<file path="src/rtl/screen_seq.sv">
// Screen sequencer for the snake display path: title/play/game-over/restart flow
// plus the frame-buffer fill engine (address, x/y, write enable, source select).
module screen_seq #(
  parameter int H_PIX        = 160,
  parameter int V_PIX        = 120,
  parameter int ADDR_W       = 15,
  parameter int XW           = 8,
  parameter int YW           = 7,
  parameter int FLASH_TICKS  = 1,
  parameter int FLASH_CYCLES = 4
) (
  input  logic              i_clk,
  input  logic              i_rst_n,
  input  logic              i_start,
  input  logic              i_is_dead,
  input  logic              i_tick,
  input  logic              i_pause,
  output logic              o_go,
  output logic              o_reset_ad,
  output logic              o_wren,
  output logic [ADDR_W-1:0] o_wr_addr,
  output logic [XW-1:0]     o_x_out,
  output logic [YW-1:0]     o_y_out,
  output logic [2:0]        o_screen_sel,
  output logic [3:0]        o_state
);

  // state      | meaning
  // DRAW_TITLE | fill frame with title image
  // TITLE      | wait for start key
  // DRAW_BLACK | clear frame before play
  // PLAY       | game logic running
  // PAUSED     | game logic frozen
  // DRAW_GO    | fill frame with game-over image
  // GO_WAIT    | show game-over for FLASH_TICKS ticks
  // DRAW_RED   | fill frame red
  // RED_WAIT   | show red for FLASH_TICKS ticks
  // RESTART    | hold game reset until start key released
  typedef enum logic [3:0] {
    S_DRAW_TITLE = 4'd0,
    S_TITLE      = 4'd1,
    S_DRAW_BLACK = 4'd2,
    S_PLAY       = 4'd3,
    S_PAUSED     = 4'd4,
    S_DRAW_GO    = 4'd5,
    S_GO_WAIT    = 4'd6,
    S_DRAW_RED   = 4'd7,
    S_RED_WAIT   = 4'd8,
    S_RESTART    = 4'd9
  } state_t;

  localparam int TCW = (FLASH_TICKS > 1) ? $clog2(FLASH_TICKS) : 1;
  localparam int FCW = (FLASH_CYCLES > 0) ? $clog2(FLASH_CYCLES + 1) : 1;

  localparam logic [XW-1:0]  X_LAST    = XW'(H_PIX - 1);
  localparam logic [YW-1:0]  Y_LAST    = YW'(V_PIX - 1);
  localparam logic [TCW-1:0] TICK_LAST = TCW'(FLASH_TICKS - 1);
  localparam logic [FCW-1:0] FLASH_MAX = FCW'(FLASH_CYCLES);

  state_t            r_state;
  logic [ADDR_W-1:0] r_addr;
  logic [XW-1:0]     r_x;
  logic [YW-1:0]     r_y;
  logic [TCW-1:0]    r_tick_cnt;
  logic [FCW-1:0]    r_flash_cnt;

  logic   w_fill_last;
  logic   w_tick_last;
  logic   w_flash_done;
  state_t w_fill_next;

  assign w_fill_last  = (r_x == X_LAST) && (r_y == Y_LAST);
  assign w_tick_last  = i_tick && (r_tick_cnt == TICK_LAST);
  assign w_flash_done = (FLASH_CYCLES != 0) && (r_flash_cnt == FLASH_MAX);

  always_comb begin
    w_fill_next = S_DRAW_TITLE;
    case (r_state)
      S_DRAW_TITLE: w_fill_next = S_TITLE;
      S_DRAW_BLACK: w_fill_next = S_PLAY;
      S_DRAW_GO:    w_fill_next = S_GO_WAIT;
      S_DRAW_RED:   w_fill_next = S_RED_WAIT;
      default:      w_fill_next = S_DRAW_TITLE;
    endcase
  end

  always_ff @(posedge i_clk or negedge i_rst_n) begin
    if (!i_rst_n) begin
      r_state     <= S_DRAW_TITLE;
      r_addr      <= '0;
      r_x         <= '0;
      r_y         <= '0;
      r_tick_cnt  <= '0;
      r_flash_cnt <= '0;
    end else begin
      case (r_state)
        S_DRAW_TITLE, S_DRAW_BLACK, S_DRAW_GO, S_DRAW_RED: begin
          if (w_fill_last) begin
            r_addr  <= '0;
            r_x     <= '0;
            r_y     <= '0;
            r_state <= w_fill_next;
          end else begin
            r_addr <= r_addr + ADDR_W'(1);
            if (r_x == X_LAST) begin
              r_x <= '0;
              r_y <= r_y + YW'(1);
            end else begin
              r_x <= r_x + XW'(1);
            end
          end
        end
        S_TITLE: begin
          if (!i_start) r_state <= S_DRAW_BLACK;
        end
        S_PLAY: begin
          // death wins over pause so a dying snake can never be frozen
          if (i_is_dead) begin
            r_flash_cnt <= '0;
            r_state     <= S_DRAW_GO;
          end else if (i_pause) begin
            r_state <= S_PAUSED;
          end
        end
        S_PAUSED: begin
          if (!i_pause) r_state <= S_PLAY;
        end
        S_GO_WAIT, S_RED_WAIT: begin
          if (!i_start) begin
            r_tick_cnt <= '0;
            r_state    <= S_RESTART;
          end else if (w_tick_last) begin
            r_tick_cnt <= '0;
            if (r_state == S_RED_WAIT) begin
              r_flash_cnt <= r_flash_cnt + FCW'(1);
              r_state     <= S_DRAW_GO;
            end else if (w_flash_done) begin
              r_state <= S_RESTART;
            end else begin
              r_state <= S_DRAW_RED;
            end
          end else if (i_tick) begin
            r_tick_cnt <= r_tick_cnt + TCW'(1);
          end
        end
        S_RESTART: begin
          if (i_start) r_state <= S_DRAW_TITLE;
        end
        default: r_state <= S_DRAW_TITLE;
      endcase
    end
  end

  always_comb begin
    o_go         = 1'b0;
    o_reset_ad   = 1'b0;
    o_wren       = 1'b0;
    o_screen_sel = 3'd0;
    case (r_state)
      S_DRAW_TITLE: begin o_wren = 1'b1; o_screen_sel = 3'd1; end
      S_DRAW_BLACK: begin o_wren = 1'b1; o_screen_sel = 3'd2; end
      S_DRAW_GO:    begin o_wren = 1'b1; o_screen_sel = 3'd3; end
      S_DRAW_RED:   begin o_wren = 1'b1; o_screen_sel = 3'd4; end
      S_PLAY:       o_go = 1'b1;
      S_RESTART:    o_reset_ad = 1'b1;
      default:      o_go = 1'b0;
    endcase
  end

  assign o_wr_addr = r_addr;
  assign o_x_out   = r_x;
  assign o_y_out   = r_y;
  assign o_state   = r_state;

endmodule

</file>
<file path="config.mk">
export PLATFORM = sky130hd
export DESIGN_NAME = screen_seq
export DESIGN_NICKNAME = d
export VERILOG_FILES = /design/src/rtl/screen_seq.sv
export SDC_FILE = /design/constraint.sdc
export NUM_CORES = 1
export LEC_CHECK = 0
export BUFFER_PORTS_ARGS = -buffer_cell sky130_fd_sc_hd__buf_2
export CELL_PAD_IN_SITES_DETAIL_PLACEMENT = 1
export CELL_PAD_IN_SITES_GLOBAL_PLACEMENT = 2
export CORE_ASPECT_RATIO = 0.75
export CORE_MARGIN = 3
export CORE_UTILIZATION = 33
export DETAILED_ROUTE_END_ITERATION = 10
export GPL_ROUTABILITY_DRIVEN = 0
export PLACE_DENSITY = 0.89
export SYNTH_ARGS = -nofsm -noshare
export SYNTH_HDL_FRONTEND = slang
export SYNTH_SLANG_ARGS = --single-unit
</file>
<file path="constraint.sdc">
create_clock -name i_clk -period 2.3 [get_ports i_clk]
set_input_delay 0.345 -clock i_clk [delete_from_list [all_inputs] [get_ports i_clk]]
set_output_delay 0.345 -clock i_clk [all_outputs]
set_load 0.02 [all_outputs]
</file>
Word level (Yosys, flattened, before mapping)
Index checks and enable logic that the tools add are counted.
{ "totals": {"input_bits": 6, "elab_cells": 75, "out_inout_bits": 40, "ff_bits": 38} }
{ "classes": {"n_addsub": 5, "reduce_logical": 11, "n_mux": 29, "bitwise": 1, "n_eq_ne": 23} }
{ "op_table": {"columns": ["cell", "n"], "rows": [
  ["two-way mux 4 bit", 10],
  ["case mux 4 bit (6 select lines)", 1],
  ["== test 4 x 3 -> 1 bit (second input constant)", 4],
  ["two-way mux 8 bit", 2],
  ["case mux 4 bit (4 select lines)", 1],
  ["adder 15 x 1 -> 15 bit (second input constant)", 1],
  ["two-way mux 15 bit", 1],
  ["two-way mux 7 bit", 2],
  ["inequality test 2 bit (second input constant)", 7],
  ["two-way mux 3 bit", 4],
  ["case mux 3 bit (4 select lines)", 1],
  ["adder 8 x 1 -> 8 bit (second input constant)", 1],
  ["== test 4 x 2 -> 1 bit (second input constant)", 2],
  ["== test 4 bit (second input constant)", 2],
  ["== test 8 bit (second input constant)", 1],
  ["adder 7 x 1 -> 7 bit (second input constant)", 1],
  ["== test 7 bit (second input constant)", 1],
  ["two-way mux 1 bit", 6],
  ["inequality test 3 bit (second input constant)", 2],
  ["case mux 3 bit (2 select lines)", 1],
  ["AND reduction 6 bit", 1],
  ["AND reduction 5 bit", 1],
  ["== test 4 x 1 -> 1 bit (second input constant)", 1],
  ["logical NOT 4 bit", 1],
  ["11 further kinds", 14]
]} }

Longest topological paths before layout
Gate-level depths: netlist (run 1).
{ "depth": {"ltp_word": 6, "depth_mapped": 8, "ltp_nobuf": 7} }

Worst setup path after synthesis (run 1)
No wires, ideal clock.
{ "synth_path": {"kind": "reg-to-reg", "start": "reg r_x[0] (netlist: o_x_out[0])", "end": "reg r_state[3] (netlist: o_state[3])", "t_arrival_ns": 1.890, "period_less_slack_ns": 2.018, "required_ns": 2.172, "path_stages_with_launch": 6, "slack_ns": 0.282, "path_buffers": 0, "setup_time_ns": 0.128, "path_cell_list": "dfrtp_1 -> ha_1 -> nand4_1 -> o31a_4 -> nor4_4 -> mux2_1"} }
{ "synth_between": {"elab_chain_len": 4} }
{ "synth_rtl": {"columns": ["element", "line", "text"], "rows": [
  ["start, declared", "62", "logic [XW-1:0] r_x;"],
  ["start signal, assigned", "109", "r_x <= r_x + XW'(1);"],
  ["== test 8 bit", "72", "assign w_fill_last = (r_x == X_LAST) && (r_y == Y_LAST);"],
  ["logical AND 1 bit", "72", null],
  ["inequality test 2 x 1 -> 1 bit (no source line)", null, null],
  ["AND reduction 6 bit (no source line)", null, null],
  ["end signal, assigned", "102", "r_state <= w_fill_next;"],
  ["end, declared", "60", "state_t r_state;"]
]} }
No other way between the ends.
A chain may end at the register's enable or synchronous reset.

Final worst setup path (run 1)
{ "layout_path": {"start": "reg r_x[5] (netlist: o_x_out[5])", "end": "reg r_state[3] (netlist: o_state[3])"} }
The elaborated chain is that of the path after synthesis.

==> key figures, run 1 <==
Status
  • Outcome: complete, no violations

Route
  • Final wirelength: 5670 µm
  • Post-route ant nets: 0
  • DRC violations left: 0
  • Vias per inst: 5.101
  • WL/cell: 15.53 µm
  • 1st-iter DRT viols: 61
  • Pre-Repair DR Iteration Count: 4
  • Vias after detailed routing: 1862

Synthesis
  • Share of the synthesized area in the top cell type: 0.4375
  • Post-synthesis register bit count: 38
  • Seq/Total Area, Yosys: 0.4375
  • Synth top area cells: dfrtp_1, nor2_1, xor2_1
  • Synthesized area per cell: 9.248 µm²
  • Syn nets: 246
  • Distinct cells, synth: 45
  • Netlist Area Pre-Place: 0.002173 mm²
  • Synthesized instance count: 235
  • Synth warn: 0
  • Synth area leader: dfrtp_1

Clocking
  • CTS buffer count: 5
  • Clock Tree Buf Depth: 2
  • Clk pin slew, worst setup/hold paths: 80 ps
  • Worst skew pair latency: 290 ps
  • Clock sinks: 38
  • Clk root buf: clkbuf_8
  • CTS tree: built
  • H-tree levels: 2

Global route
  • GRT Residual Overflow: 0
  • Antenna violations before repair: 0
  • Largest net degree at the start of global routing: 18
  • GRT Total Usage: 0.1598
  • Vias in the first global route: 1964
  • First-pass GRT wire length: 9970 µm

Worst setup path
  • Crit path cell chain: or3b_1, o31a_4, nor4_4, mux2_1
  • Crit path DAT: 2350 ps
  • Worst Setup Start Kind: register
  • CP max FO: 13
  • Critical Path Sink Type: register
  • Crit-path max cell delay: 460 ps
  • Critical path type: register to register
  • CP Data Required Time: 2480 ps
  • Slowest CP cell: or3b_1

STA
  • Final TNS setup: 0 ps
  • Min Tclk post-route: 2171 ps
  • Slew @ Worst Pin: 627.5 ps
  • Final hold violations: 0
  • Hold slack final: 402.8 ps
  • RSZ-0062 raised after global routing: no
  • Final-report setup violation count: 0
  • Final period util: 0.9437
  • Max Slew Vio Count: 0
  • Clock Skews: 12.82 ps
  • Fmax: 460.7 MHz
  • Slew headroom: 0.5772

Power
  • Maximum VDD drop: 0.5316 mV
  • LEAKAGE: 0.001279 µW
  • Tot Pwr: 3490 µW
  • Power per Cell Area: 1309 mW/mm²

Cells and area
  • Most frequent cells in the layout: buf_2, dfrtp_1, nor2_1
  • Fillers: 735
  • Cell area after layout: 0.002666 mm²
  • Commonest non-fill, non-tap cell in the layout: buf_2
  • Fin nets: 297
  • Share of layout cells above drive strength 1: 0.2509
  • Diode count: 0
  • Layout area overhead: 22.68%

Floorplanning
  • Core ar.: 0.006096 mm²
  • Die Area: 0.007606 mm²
  • Die H: 76.28 µm
  • Io pins: 46
  • DIE WIDTH: 99.71 µm
  • Site row count: 24
  • Starting Density: 0.3565

Worst hold path
  • Hold crit path type: input port to async pin

Place
  • Placed inst area: 0.002514 mm²
  • Post-DP HPWL: 4250 µm
  • Port bufs: 45

Job
  • Max Cap Violations: 0
registers in the layout (all words and copies together), names as in the netlist:
name         flops
r_flash_cnt      3
r_tick_cnt       1
o_x_out          8
o_wr_addr       15
o_y_out          7
o_state          4
metal layers:
layer	vias up	share of wire	global-route usage
met5	-	0	0
met2	31	0.44	0.2383
met1	918	0.51	0.2356
met4	0	0.0058	0.03274
met3	4	0.036	0.03660
li1	909	-	-
critical path, delay by kind of cell, from the launching register on:
family           cells  cell delay [ps]
AND/OR/NAND/NOR      2              810
AO/OA/AOI/OAI        1              450
flip-flops           1              430
multiplexers         1              350
where the power goes:
part	switching (µW)	internal, µW
logic	1070	676
registers	199	836
clock network	247	463
total	1520	1980
what timing repair did:
item,4_1_cts,5_1_grt
endpoints found under the setup margin,0,2
setup buffers,0,0
hold endpoints to repair,4,0
gates resized for setup,0,0
hold buffers,1,0
through the flow:
step                        util  worst slack [ps]  instances
final                     0.4374             129.4        365
after global routing      0.4374             39.28        365
after CTS                 0.4374             129.7        365
after detailed placement  0.4124             132.0        356
after global placement    0.4124             223.2        356
after floorplan                -             282.3        235
path summary, 6_finish.rpt:
check / from / to / slack, ps / cells after the start
max in group asynchronous: i_rst_n / o_x_out[6] / 1450 / 3
min reg2reg: o_x_out[6] / o_x_out[6] / 530 / 1
min in group i_clk: i_tick / r_tick_cnt / 410 / 3
max reg2reg: o_x_out[5] / o_state[3] / 130 / 4
min: i_rst_n / r_flash_cnt[1] / 400 / 2
max: o_x_out[5] / o_state[3] / 130 / 4
cells in the mapped netlist, drive strengths merged:
master / n
or3: 1
nand3: 14
nand4b: 2
nand4: 9
ha: 5
o211ai: 1
xnor2: 9
o21bai: 1
mux2: 5
and3: 4
o2bb2ai: 1
a31oi: 1
or2: 3
nand3b: 2
nor3: 7
o31a: 1
dfrtp: 38
or3b: 1
xor2: 12
nand2b: 5
clkbuf: 6
o22ai: 1
inv: 12
a21oi: 14
a221oi: 1
buf: 5
nor4: 3
a32oi: 2
nor2: 27
nand2: 20
mux2i: 5
a21bo: 1
a211o: 1
nor2b: 4
o21ai: 5
a22o: 2
and4: 3
a21boi: 1
cell type report:
cell class                      count  area [µm²]  area share
Clock buffer                        6       82.58     0.03097
Tap cell                           78       97.59     0.03660
Inverter                           12       47.55     0.01783
Clock inverter                      2       60.06     0.02252
Sequential cell                    38       950.9      0.3566
Timing Repair Buffer               55       302.8      0.1136
Multi-Input combinational cell    174        1125      0.4219
logic make-up (layout without fill, tap and decap cells):
family,count (synthesis),in the layout,share of synthesized area
adder cells (fa/ha/maj),5,5,0.02879
XOR/XNOR,21,21,0.08809
flip-flops,38,38,0.4375
multiplexers,10,10,0.04893
buffers and inverters,23,75,0.04491
AO/OA/AOI/OAI,33,33,0.1008
AND/OR/NAND/NOR,105,105,0.2510
Power figures use the tool's default switching activity.
==> run 2: changes to the inputs <==
==> constraint.sdc (replaced) <==
create_clock -name i_clk -period 2.3 [get_ports i_clk]
set_input_delay 0 -clock i_clk [delete_from_list [all_inputs] [get_ports i_clk]]
set_output_delay 0 -clock i_clk [all_outputs]
set_load 0.02 [all_outputs]
==> run 2 against run 1 <==
Die area is the same. Sequential share of layout area grew 0.56 points. Clock-buffer cell count shrank 1. Largest power group unchanged. Sequential power is essentially flat. Highest routed layer unchanged.
==> key figures, run 2 (synthesis results as in run 1) <==
Route
  • WL/cell: 14.92 µm (-4.0%)
  • Pre-Repair DR Iteration Count: 4 (unchanged)
  • Final wirelength: 5430 µm (-4.2%)
  • Post-route ant nets: 0 (unchanged)
  • Vias after detailed routing: 1835 (-1.5%)
  • Vias per inst: 5.041 (-1.2%)
  • 1st-iter DRT viols: 62 (+1.6%)
  • DRC violations left: 0 (unchanged)

Place
  • Post-DP HPWL: 4028 µm (-5.2%)
  • Place WS: 142.1 ps (+10.10 ps)
  • Port bufs: 45 (unchanged)

Worst setup path
  • Worst R2R Path Depth: 5 (+1)
  • CP startpoint: o_y_out[1]
  • Worst Setup Start Kind: register
  • Crit path DAT: 2350 ps (about the same)
  • R2R Path Start: o_y_out[1]
  • Critical Path Sink Type: register
  • CP max FO: 13 (unchanged)
  • Critical path type: register to register
  • CP Data Required Time: 2480 ps (about the same)

Power
  • LEAKAGE: 0.001262 µW (-1.4%)
  • Maximum VDD drop: 0.5293 mV (-0.44%)
  • Power per Cell Area: 1266 mW/mm² (-3.3%)

Cells and area
  • Share of layout cells above drive strength 1: 0.2483 (-0.002619)
  • Reg area: 950.9 µm² (unchanged)
  • Commonest non-fill, non-tap cell in the layout: buf_2
  • Fin nets: 296 (-0.34%)
  • Max reg flops: 15 (unchanged)
  • Multi-input logic area: 0.001125 mm² (unchanged)
  • Diode count: 0 (unchanged)
  • Layout area overhead: 20.78%
  • Most frequent cells in the layout: buf_2, dfrtp_1, nor2_1
  • Fillers: 736 (+0.14%)

Clocking
  • CTS tree: built
  • Post-CTS Resized: 0 (unchanged)
  • Clk pin slew, worst setup/hold paths: 80 ps (about the same)
  • H-tree levels: 2 (unchanged)
  • Setup bufs post-CTS: 0 (unchanged)
  • Clock sinks: 38 (unchanged)
  • Hold-fix buffers, CTS: 1 (unchanged)
  • CTS buffer count: 5 (unchanged)
  • Worst skew pair latency: 290 ps (about the same)
  • Clk root buf: clkbuf_8
  • Clock Tree Buf Depth: 2 (unchanged)

STA
  • Min Tclk post-route: 2169 ps (-1.735 ps)
  • Max Slew Vio Count: 0 (unchanged)
  • Slew headroom: 0.4164 (-0.1608)
  • Final-report setup violation count: 0 (unchanged)
  • Final hold violations: 0 (unchanged)
  • Clock Skews: 5.967 ps (-6.851 ps)
  • Final TNS setup: 0 ps (unchanged)
  • Fmax: 461.1 MHz (about the same)
  • RSZ-0062 raised after global routing: no
  • Setup ws final: 131.2 ps (+1.735 ps)
  • Slew @ Worst Pin: 875.4 ps (+247.8 ps)
  • Final period util: 0.9430 (about the same)

Floorplanning
  • Io pins: 46 (unchanged)
  • Die Area: 0.007606 mm² (unchanged)
  • Starting Density: 0.3565 (unchanged)
  • Site row count: 24 (unchanged)
  • Die H: 76.28 µm (unchanged)
  • DIE WIDTH: 99.71 µm (unchanged)
  • Core ar.: 0.006096 mm² (unchanged)

Global route
  • Vias in the first global route: 1920 (-2.2%)
  • Largest net degree at the start of global routing: 39 (+21)
  • First-pass GRT wire length: 9549 µm (-4.2%)
  • GRT Total Usage: 0.1543 (-0.005551)
  • GRT Residual Overflow: 0 (unchanged)
  • Antenna violations before repair: 0 (unchanged)

Worst hold path
  • Critical hold path startpoint: i_tick
  • Hold crit path type: input port to register
  • Hold Crit Depth: 3

Job
  • Max Cap Violations: 0 (unchanged)

Status
  • Outcome: complete, no violations
## run 2: cell count changes in the layout (fill, tap and decap cells not counted), sizes merged
cell | previous run | this run
buf | 54 | 53
bufinv | 2 | 1
clkbuf | 6 | 5
clkinv | 0 | 2
## run 2: per-layer routing
metal  up-vias  track usage  wire length [µm]
li1        913            -                 -
met1       881       0.2219              2803
met2        36       0.2270              2351
met3         5      0.05306               243
met4         0      0.02456                32
met5         -            0                 0
## run 2: final timing paths
| kind | end | slack, ps |
|---|---|---|
| min in group asynchronous | r_flash_cnt[1] | 360 |
| max in group asynchronous | o_wr_addr[10] | 1390 |
| setup / recovery | o_state[3] | 130 |
| hold / removal | r_tick_cnt | 20 |
| hold reg to reg | o_x_out[6] | 520 |
| setup reg to reg | o_state[3] | 130 |
## run 2: through the flow
step / hold WS, ps / util / instances / area, µm² / total power [µW]
floorplan: -295.6 / - / 235 / 2173 / 2288
CTS: 17.19 / 0.4306 / 364 / 2625 / 3371
finish: 20.28 / 0.4306 / 364 / 2625 / 3324
global placement: 157.6 / 0.4111 / 355 / 2506 / 2762
detailed placement: 176.7 / 0.4111 / 355 / 2506 / 2799
global route: 8.976 / 0.4306 / 364 / 2625 / 3632
## run 2: power breakdown
part / internal (µW) / switching [µW] / leakage [µW]
Sequential: 836 / 193 / 0.000505
Clock: 319 / 239 / 0.0000579
Combinational: 679 / 1060 / 0.000699
## run 2: worst max-delay path: stages, from the launching register on
cell	delay, ps
dfrtp_1	390
ha_1	220
nand4b_1	240
o31a_4	500
nor4_4	340
mux2_1	360
## run 2: layout make-up
class                      count  area share
sequential                    38      0.3622
clock buffer                   5     0.02622
clock inverter                 3     0.01525
tap                           78     0.03718
inverter                      12     0.01811
multi-input combinational    174      0.4285
timing repair buffer          54      0.1125
